`src/rtl/banked_ecc_ram.sv`:
```
// Banked single-port RAM with Hamming SECDED and independent write/read latencies.
// Define BANKED_ECC_RAM_ECC_EN for SECDED; otherwise words are stored raw and o_sec/o_ded/o_sec_cnt read 0.
module banked_ecc_ram #(
    parameter int DATA_WIDTH    = 8,
    parameter int ADDRESS_DEPTH = 16,
    parameter int NUM_BANKS     = 4,
    parameter int WRITE_LATENCY = 2,
    parameter int READ_LATENCY  = 2,
    parameter int CNT_WIDTH     = 8
) (
    input  logic                                         i_clka,
    input  logic                                         i_rst,
    input  logic                                         i_en,
    input  logic                                         i_we,
    input  logic [$clog2(NUM_BANKS*ADDRESS_DEPTH)-1:0]   i_addr,
    input  logic [DATA_WIDTH-1:0]                        i_din,
    input  logic [1:0]                                   i_err_inj,
    output logic [DATA_WIDTH-1:0]                        o_dout,
    output logic                                         o_valid,
    output logic                                         o_sec,
    output logic                                         o_ded,
    output logic [CNT_WIDTH-1:0]                         o_sec_cnt
);
    localparam int ADDR_W = $clog2(NUM_BANKS*ADDRESS_DEPTH);
    localparam int WORDS  = NUM_BANKS*ADDRESS_DEPTH;

    typedef struct packed {
        logic [DATA_WIDTH-1:0] data;
        logic                  sec;
        logic                  ded;
    } rd_t;

`ifdef BANKED_ECC_RAM_ECC_EN
    function automatic int calc_p(input int dw);
        int p;
        p = 1;
        while ((1 << p) < dw + p + 1) p++;
        return p;
    endfunction

    localparam int P  = calc_p(DATA_WIDTH);
    localparam int CW = DATA_WIDTH + P + 1;

    // Bit index == Hamming position; position 0 holds the overall parity.
    function automatic logic [CW-1:0] encode(input logic [DATA_WIDTH-1:0] d);
        logic [CW-1:0] cw;
        logic [P-1:0]  s;
        int            j;
        cw = '0;
        s  = '0;
        j  = 0;
        for (int i = 1; i < CW; i++) begin
            if ((i & (i - 1)) != 0) begin
                cw[i] = d[j];
                if (d[j]) s = s ^ P'(i);
                j++;
            end
        end
        for (int k = 0; k < P; k++) cw[1 << k] = s[k];
        cw[0] = ^cw[CW-1:1];
        return cw;
    endfunction

    function automatic rd_t decode(input logic [CW-1:0] cw_in);
        logic [CW-1:0] cw;
        logic [P-1:0]  syn;
        logic          q;
        rd_t           r;
        int            j;
        cw  = cw_in;
        syn = '0;
        for (int i = 1; i < CW; i++) if (cw[i]) syn = syn ^ P'(i);
        q     = ^cw;
        r.sec = q;
        r.ded = !q && (syn != '0);
        for (int i = 0; i < CW; i++) if (q && (P'(i) == syn)) cw[i] = ~cw[i];
        r.data = '0;
        j      = 0;
        for (int i = 1; i < CW; i++) begin
            if ((i & (i - 1)) != 0) begin
                r.data[j] = cw[i];
                j++;
            end
        end
        return r;
    endfunction

    function automatic logic [CW-1:0] inj_mask(input logic [1:0] inj);
        logic [CW-1:0] m;
        m = '0;
        case (inj)
            2'b01:   m[0]   = 1'b1;
            2'b10:   m[1:0] = 2'b11;
            2'b11:   m[3]   = 1'b1;
            default: m      = '0;
        endcase
        return m;
    endfunction
`else
    localparam int CW = DATA_WIDTH;

    function automatic logic [CW-1:0] encode(input logic [DATA_WIDTH-1:0] d);
        return d;
    endfunction

    function automatic rd_t decode(input logic [CW-1:0] cw_in);
        rd_t r;
        r.data = cw_in;
        r.sec  = 1'b0;
        r.ded  = 1'b0;
        return r;
    endfunction

    function automatic logic [CW-1:0] inj_mask(input logic [1:0] inj);
        logic [CW-1:0] m;
        m = '0;
        case (inj)
            2'b01, 2'b11: m[0]   = 1'b1;
            2'b10:        m[1:0] = 2'b11;
            default:      m      = '0;
        endcase
        return m;
    endfunction
`endif

    // Flat array: upper address bits pick the bank, so each bank is a contiguous slice.
    logic [CW-1:0]              mem [WORDS];
    logic [WRITE_LATENCY-1:0]   w_v;
    logic [ADDR_W-1:0]          w_addr [WRITE_LATENCY];
    logic [CW-1:0]              w_cw   [WRITE_LATENCY];
    logic                       rq_v;
    logic [ADDR_W-1:0]          rq_addr;
    rd_t                        dec;
    logic [READ_LATENCY-1:0]    r_v;
    rd_t                        r_d [READ_LATENCY];
    logic                       last_in_v;
    rd_t                        last_in;
    logic [CNT_WIDTH-1:0]       sec_cnt;

    always_ff @(posedge i_clka) begin
        if (i_rst) begin
            w_v <= '0;
        end else begin
            w_v[0] <= i_en & i_we;
            for (int i = 1; i < WRITE_LATENCY; i++) w_v[i] <= w_v[i-1];
        end
        w_addr[0] <= i_addr;
        w_cw[0]   <= encode(i_din) ^ inj_mask(i_err_inj);
        for (int i = 1; i < WRITE_LATENCY; i++) begin
            w_addr[i] <= w_addr[i-1];
            w_cw[i]   <= w_cw[i-1];
        end
    end

    // Non-blocking commit makes a same-edge read see the old word.
    always_ff @(posedge i_clka) begin
        if (!i_rst && w_v[WRITE_LATENCY-1])
            mem[w_addr[WRITE_LATENCY-1]] <= w_cw[WRITE_LATENCY-1];
    end

    always_ff @(posedge i_clka) begin
        if (i_rst) rq_v <= 1'b0;
        else       rq_v <= i_en & ~i_we;
        rq_addr <= i_addr;
    end

    assign dec = decode(mem[rq_addr]);

    generate
        if (READ_LATENCY == 1) begin : g_rl1
            assign last_in_v = rq_v;
            assign last_in   = dec;
        end else begin : g_rln
            assign last_in_v = r_v[READ_LATENCY-2];
            assign last_in   = r_d[READ_LATENCY-2];
        end
    endgenerate

    // Last stage is the output register and holds when nothing new arrives.
    always_ff @(posedge i_clka) begin
        if (READ_LATENCY > 1) r_d[0] <= dec;
        for (int i = 1; i < READ_LATENCY - 1; i++) r_d[i] <= r_d[i-1];
        if (i_rst) begin
            r_v                 <= '0;
            r_d[READ_LATENCY-1] <= '0;
        end else begin
            r_v[0] <= rq_v;
            for (int i = 1; i < READ_LATENCY; i++) r_v[i] <= r_v[i-1];
            if (last_in_v) r_d[READ_LATENCY-1] <= last_in;
        end
    end

    always_ff @(posedge i_clka) begin
        if (i_rst)
            sec_cnt <= '0;
        else if (last_in_v && last_in.sec && (sec_cnt != '1))
            sec_cnt <= sec_cnt + CNT_WIDTH'(1);
    end

    assign o_valid   = r_v[READ_LATENCY-1];
    assign o_dout    = r_d[READ_LATENCY-1].data;
    assign o_sec     = r_d[READ_LATENCY-1].sec;
    assign o_ded     = r_d[READ_LATENCY-1].ded;
    assign o_sec_cnt = sec_cnt;
endmodule

```
`config.mk`:
```
export PLATFORM = sky130hd
export DESIGN_NAME = banked_ecc_ram
export DESIGN_NICKNAME = d
export VERILOG_FILES = /design/src/rtl/banked_ecc_ram.sv
export SDC_FILE = /design/constraint.sdc
export NUM_CORES = 1
export LEC_CHECK = 0
export ABC_AREA = 1
export CORE_MARGIN = 2
export CORE_UTILIZATION = 35
export DETAILED_ROUTE_END_ITERATION = 7
export DONT_BUFFER_PORTS = 1
export GPL_TIMING_DRIVEN = 0
export PLACE_DENSITY = 0.54
export SYNTH_ARGS = -nofsm -noshare
export SYNTH_HDL_FRONTEND = slang
export SYNTH_SLANG_ARGS = --single-unit
```
`constraint.sdc`:
```
create_clock -name i_clka -period 2.65 [get_ports i_clka]
set_clock_uncertainty 0.05 [all_clocks]
set_input_delay 0.265 -clock i_clka [delete_from_list [all_inputs] [get_ports i_clka]]
set_output_delay 0.265 -clock i_clka [all_outputs]
set_load 0.01 [all_outputs]
```
==> run_results.csv, run 1 <==
group,metric,value,unit
sta,fin_tns_setup,0,ns
critical_path,worst-path-stages,8,
clocking,tritoncts.num_buffers,58,
critical_path,worst-r2r-cell-count,8,
clocking,clockBufferDepth,3,
critical_path,critPathTopFamily,"buffers and inverters",
clocking,tritoncts_clock_tree,"built",
yosys,synth_area,0.0224,mm^2
layout,area_delta_synth_final,14.8,%
critical_path,worst_flop_to_flop_path_startpoint,"w_addr[0][2]$_DFF_P_",
route,detail_route.wirelength,63800,um
critical_path,critPathKind,"reg2reg",
floorplanning,chipHeight,257,um
critical_path,timing.reg2reg.setup_slack,0.19,ns
floorplanning,floorplan.io_pins,39,
sta,max_slew_margin_vs_limit,35.1,%
yosys,yosysWarningCount,0,
placement,hpwlAfterDp,42400,um
sta,report.final.hold_viol_count,0,
sta,final_critical_path_setup_slack,0.190,ns
yosys,synthesis_stage_register_bit_count,561,
critical_path,worstPathArrival,2.97,ns
sta,timing.final.max_slew_violations,0,
layout,final_util,40.7,%
sta,setup_viol,0,
yosys,synth_top_family_by_area,"simple AND/OR/NAND/NOR gates",
floorplanning,floorplan.initialDensity,35.4,%
yosys,synth_compound_area_share,0,%
global_route,grt_antenna_before_repair,0,
critical_path,critical_path.endpoint,"r_d[0][9]$_DFF_P_",
global_route,global_route_wire_length_before_repair,94100,um
route,detail_route.vias_per_cell,5.11,
floorplanning,die_area,0.0659,mm^2
route,via_count,14800,
critical_path,worst_path_max_delay_cell,"sky130_fd_sc_hd__clkbuf_1",
floorplanning,die_w,257,um
placement,finalWeightedCongestion,0.932,
run,maxCapViolCount,0,
critical_path,critical-path-max-stage-delay,0.65,ns
layout,stdcell_count,2893,
clocking,clockRootBuffer,"sky130_fd_sc_hd__clkbuf_16",
clocking,clock_latency,0.62,ns
global_route,grt_overflow,0,
critical_path,crit-reg2reg-capture,"r_d[0][9]$_DFF_P_",
critical_path,timing.critical_path.to_type,"flop",
sta,worst-slew-pin-transition,0.970,ns
sta,rsz0062_at_grt,"false",
route,ant_nets,0,
yosys,post_synth_mux_area_share,0,%
global_route,first_global_vias,14400,
pwr,power_leakage,9.27,nW
critical_path,critical_path_cell_by_cell,"clkbuf_1, buf_2, nand3_1, nand2_1, nand2_1, nand3_1, nand3_1, nand2_1",
placement,numPortBuffers,0,
route,dr.first_iter.drc_count,1365,
yosys,synth.avg_cell_area,11.8,um^2
yosys,seq_area_frac_synth,73.5,%
route,drc_errors,0,
global_route,global_route.usage.total,19.3,%
yosys,xor_and_xnor_fraction_of_the_mapped_netlist_area,0.0784,%
yosys,cells_after_synthesis,1889,
worst_hold_path,hold_wc_path_type,"in2reg",
status,status,"finished clean",
floorplanning,placementRows,92,
pwr,power.ir.vdd_worst,0.478,mV
sta,period_needed,2.46,ns
floorplanning,fp.coreArea,0.0631,mm^2
layout,num-nets-final,2018,
pwr,power_density,723,mW/mm^2
clocking,cts.reportedPaths.clkPinSlew,0.06,ns
yosys,post_synth_and_or_nand_nor_area_fraction,22.3,%
clocking,ctsHtreeMaxLevel,2,
yosys,synthAdderAreaFrac,0,%
critical_path,worst_setup_path_start_kind,"flop",
clocking,cts_sink_count,561,
yosys,synth_cell_type_count,18,
sta,achievable-frequency,406,MHz
layout,final_layout_size_suffix_gt1_share,11.2,%
route,drt_first_pass_iters,5,
critical_path,worstPathBufferInverterCount,2,
critical_path,cp-startpoint,"w_addr[0][2]$_DFF_P_",
global_route,grt_max_degree,65,
critical_path,crit_required,3.16,ns
placement,placedCellCount,2747,
route,wl_per_cell,22.1,um
placement,pre_cts_slack,-0.469,ns
sta,finalCritPeriodShare,92.8,%
critical_path,maximum_fanout_along_the_worst_path,10,
==> cells in the mapped netlist <==
| master | number | share of area, % |
|---|---|---|
| sky130_fd_sc_hd__edfxtp_1 | 520 | 70 |
| sky130_fd_sc_hd__dfxtp_1 | 41 | 3.7 |
| sky130_fd_sc_hd__nand3_1 | 440 | 9.9 |
| sky130_fd_sc_hd__nor2_1 | 79 | 1.3 |
| sky130_fd_sc_hd__inv_1 | 25 | 0.42 |
| sky130_fd_sc_hd__inv_2 | 1 | 0.017 |
| sky130_fd_sc_hd__clkbuf_1 | 8 | 0.13 |
| sky130_fd_sc_hd__buf_2 | 59 | 1.3 |
| sky130_fd_sc_hd__buf_12 | 1 | 0.090 |
| sky130_fd_sc_hd__xnor2_1 | 2 | 0.078 |
| sky130_fd_sc_hd__buf_1 | 7 | 0.12 |
| sky130_fd_sc_hd__inv_4 | 1 | 0.028 |
| sky130_fd_sc_hd__buf_6 | 24 | 1.2 |
| sky130_fd_sc_hd__nand4_1 | 8 | 0.22 |
| sky130_fd_sc_hd__buf_4 | 19 | 0.64 |
| sky130_fd_sc_hd__conb_1 | 1 | 0.017 |
| sky130_fd_sc_hd__buf_8 | 1 | 0.067 |
| sky130_fd_sc_hd__nand2_1 | 652 | 11 |
==> state kept, by name (all words and copies together) (netlist names) <==
register,cells
mem,512
r_d,16
r_v,2
rq_v,1
w_addr,12
w_cw,16
w_v,2
==> placed cells by master, fill, tap and decap left out, drive strengths merged <==
cell and n:
nand2 652, dfxtp 41, clkbuf 91, clkinv 21, dlygate4sd3 20, buf 131, diode 1, xnor2 2
conb 10, nand4 8, edfxtp 520, inv 28, clkinvlp 3, nand3 440, nor2 79
==> where the power goes <==
group          switching (mW)  internal [mW]  leakage, nW
Combinational           0.730          0.313         3.40
Sequential              0.194           9.75         5.03
Clock                    3.37           4.21        0.837
==> cell families (layout without fill, tap and decap cells) <==
logic type / after synthesis / in the layout
and+or+nand+nor: 1179 / 1179
xor gates and xnor gates: 2 / 2
DFF: 561 / 561
buffers and inverters: 146 / 294
other: 1 / 11
==> worst min path at each step <==
stage                          from                   end  slack [ns]  cells after the start
after floorplan           i_addr[0]  w_addr[0][0]$_DFF_P_        0.24                      0
after global placement     i_din[3]    w_cw[0][3]$_DFF_P_        0.24                      0
after detailed placement   i_din[6]    w_cw[0][6]$_DFF_P_        0.24                      0
after CTS                  i_din[3]    w_cw[0][3]$_DFF_P_        0.11                      1
after global routing       i_din[3]    w_cw[0][3]$_DFF_P_        0.13                      1
final                      i_din[3]    w_cw[0][3]$_DFF_P_        0.15                      1
==> layer usage <==
layer  vias to the layer above  wire [um]  part of all wire (%)  track usage [%]
met1                      7230      27600                    43             27.0
met4                         0       2090                   3.3             7.09
met5                         -          0                     0                0
met3                       121       4880                   7.6             2.81
met2                       611      29200                    46             30.6
li1                       6809          -                     -                -
==> cell type report <==
type,count,area (um^2)
fillers,6075,37400
well taps,846,1060
clock buffers,83,1620
inverters,27,104
clock inverters,25,118
multi-input cells,1191,5110
diodes,1,2.50
repair buffers,40,400
plain buffers,119,800
flip-flops and latches,561,16500
==> through the flow <==
stage               area [um^2]  power [mW]  hold WS, ns
global placement          23400        11.1        0.243
global route              25700        19.1        0.127
floorplan                 22400        10.6        0.243
detailed placement        23500        11.1        0.243
CTS                       25700        18.7        0.110
finish                    25700        18.6        0.151
==> what timing repair did <==
item	4_1_cts	5_1_grt
endpoints found under the hold margin	19	0
hold buffers	20	0
gates resized for setup	22	0
buffers inserted	17	0
endpoints found under the setup margin	512	0
No activity file was read; power rests on OpenSTA's default activity.
==> inputs of run 2 (changes only) <==
CORE_UTILIZATION = 45   (was 35)
PLACE_DENSITY = 0.65   (was 0.54)
clock period = 3.2 ns   (was 2.65 ns; I/O delays follow)
==> run 2 against run 1 <==
- critical path depth down 4
- cell count fell by 6.8%
- routed wire length fell by 6.3%
- non-clock buffer count is 14 lower
- core utilization up 12 points
- via count is 0.80% higher
- clock power is 6.2% lower
- combinational power shrank 13%
==> run_results.csv, run 2 (same netlist as run 1, synthesis figures left out) <==
group,metric,value,unit
status,status,"finished clean",
placement,numPortBuffers,0,
route,drt_first_pass_iters,6,
floorplanning,die_w,227,um
pwr,power_leakage,9.36,nW
route,wl_per_cell,22.2,um
clocking,cts_sink_count,561,
critical_path,critPathKind,"reg2reg",
sta,rsz0062_at_grt,"false",
sta,worst-slew-pin-transition,1.11,ns
pwr,sw_frac_of_total,22.0,%
route,drc_errors,0,
route,detail_route.wirelength,59800,um
critical_path,timing.critical_path.to_type,"flop",
sta,report.final.hold_viol_count,0,
global_route,gr-usage-met3,4.47,%
global_route,global_route.usage.met2,37.7,%
global_route,first_global_vias,14100,
critical_path,critical_path.endpoint,"mem[4][3]$_DFFE_PP_",
clocking,ctsHtreeMaxLevel,2,
critical_path,worst_flop_to_flop_path_startpoint,"w_v[1]$_SDFF_PP0_",
sta,max_slew_margin_vs_limit,25.7,%
critical_path,worstPathArrival,3.35,ns
layout,post-route-cell-area,0.0256,mm^2
clocking,clockRootBuffer,"sky130_fd_sc_hd__clkbuf_16",
floorplanning,die_area,0.0515,mm^2
placement,placed_cell_area,0.0234,mm^2
layout,commonest_non_fill_non_tap_cells_in_the_layout,"sky130_fd_sc_hd__nand2_1 (652), sky130_fd_sc_hd__edfxtp_1 (520), sky130_fd_sc_hd__nand3_1 (440), sky130_fd_sc_hd__nor2_1 (78), sky130_fd_sc_hd__buf_2 (59)",
placement,hpwlAfterDp,39800,um
layout,stdcell_count,2695,
worst_hold_path,hold_wc_path_type,"in2reg",
sta,finalCritPeriodShare,99.1,%
layout,largest_register_ffs,512,
clocking,clockBufferDepth,3,
route,dr.first_iter.drc_count,1868,
pwr,comb_power_share,5.6,%
layout,final_common_cell,"sky130_fd_sc_hd__nand2_1",
clocking,tritoncts.num_buffers,57,
pwr,power.ir.vdd_worst,0.538,mV
layout,insertedDiodeCount,0,
critical_path,maximum_fanout_along_the_worst_path,8,
floorplanning,floorplan.io_pins,39,
floorplanning,placementRows,81,
critical_path,crit-reg2reg-capture,"mem[4][3]$_DFFE_PP_",
floorplanning,fp.coreArea,0.0490,mm^2
clocking,post-cts-setup-buffer-count,0,
layout,final_util,52.2,%
global_route,grt_busiest_layer,"met2",
global_route,global_route_wire_length_before_repair,88900,um
global_route,grt_overflow,0,
pwr,p_seq_share,50.5,%
placement,placedCellCount,2568,
floorplanning,floorplan.initialDensity,45.7,%
pwr,power_report.internal_total,12.6,mW
global_route,grt_antenna_before_repair,0,
critical_path,cp-startpoint,"w_v[1]$_SDFF_PP0_",
sta,setup_viol,0,
global_route,global_route.usage.total,23.8,%
route,detail_route.vias_per_cell,5.52,
pwr,clockPowerShare,43.9,%
run,maxCapViolCount,0,
sta,achievable-frequency,315,MHz
route,via_count,14900,
global_route,groute.layer.met1.usage,32.8,%
floorplanning,chipHeight,227,um
clocking,cts.reportedPaths.clkPinSlew,0.06,ns
pwr,power_density,633,mW/mm^2
clocking,tritoncts_clock_tree,"built",
pwr,p_switching,3.57,mW
critical_path,timing.reg2reg.setup_slack,0.03,ns
layout,area_delta_synth_final,14.4,%
route,ant_nets,0,
layout,num-nets-final,2003,
global_route,grt_max_degree,65,
placement,finalWeightedCongestion,0.962,
layout,final_layout_size_suffix_gt1_share,10.3,%
sta,timing.final.max_slew_violations,0,
sta,period_needed,3.17,ns
critical_path,crit_required,3.38,ns
sta,fin_tns_setup,0,ns
clocking,clock_latency,0.63,ns
critical_path,worst-r2r-cell-count,4,
critical_path,worst_setup_path_start_kind,"flop",
## run 2: worst min path at each step
stage	startpoint	slack, ns	endpoint	cells past startpoint
6_report	i_addr[0]	0.19	w_addr[0][0]$_DFF_P_	1
5_1_grt	i_addr[0]	0.18	w_addr[0][0]$_DFF_P_	1
4_1_cts	i_addr[2]	0.16	w_addr[0][2]$_DFF_P_	1
3_5_place_dp	w_cw[0][4]$_DFF_P_	0.26	w_cw[0][12]$_DFF_P_	0
3_3_place_gp	w_cw[0][4]$_DFF_P_	0.26	w_cw[0][12]$_DFF_P_	0
2_1_floorplan	w_cw[0][2]$_DFF_P_	0.26	w_cw[0][10]$_DFF_P_	0
## run 2: layout make-up
cell class              count  area, um^2
fillers                  4125       23400
flip-flops and latches    561       16500
multi-input cells        1191        5050
clock buffers              67        1490
well taps                 664         831
plain buffers             119         800
clock inverters            40         526
repair buffers             26         320
inverters                  27         104
## run 2: worst max-delay path, cell delays in order, from the launching register on
cell and delay (ns):
sky130_fd_sc_hd__dfxtp_1 0.31, sky130_fd_sc_hd__inv_1 0.03, sky130_fd_sc_hd__nor2_1 0.47, sky130_fd_sc_hd__nand4_1 0.88, sky130_fd_sc_hd__nor2_1 1.04
## run 2: what timing repair did
item,in CTS,in global routing
hold buffers,20,0
endpoints found under the hold margin,19,0
endpoints found under the setup margin,0,2
resized for setup,0,1
## run 2: power groups by stage
stage          registers, mW  logic, mW  clock network (mW)
6_report                8.18      0.901                7.11
5_1_grt                 8.19      0.975                7.43
2_1_floorplan           8.31      0.510                   0
3_3_place_gp            8.42      0.764                   0
3_5_place_dp            8.34      0.861                   0
4_1_cts                 8.18      0.885                7.16
## run 2: per-stage QoR
stage                     hold slack [ns]  setup slack (ns)  power (mW)
after floorplan                     0.260              1.43        8.82
after global placement              0.260             0.111        9.18
after detailed placement            0.262            0.0915        9.20
after CTS                           0.163            0.0792        16.2
after global routing                0.177            0.0604        16.6
final                               0.188            0.0275        16.2
## run 2: metal layers
| metal | share of wire (%) | vias to the layer above |
|---|---|---|
| li1 | - | 6779 |
| met1 | 40 | 7241 |
| met2 | 47 | 745 |
| met3 | 9.4 | 124 |
| met4 | 3.4 | 0 |
| met5 | 0 | - |
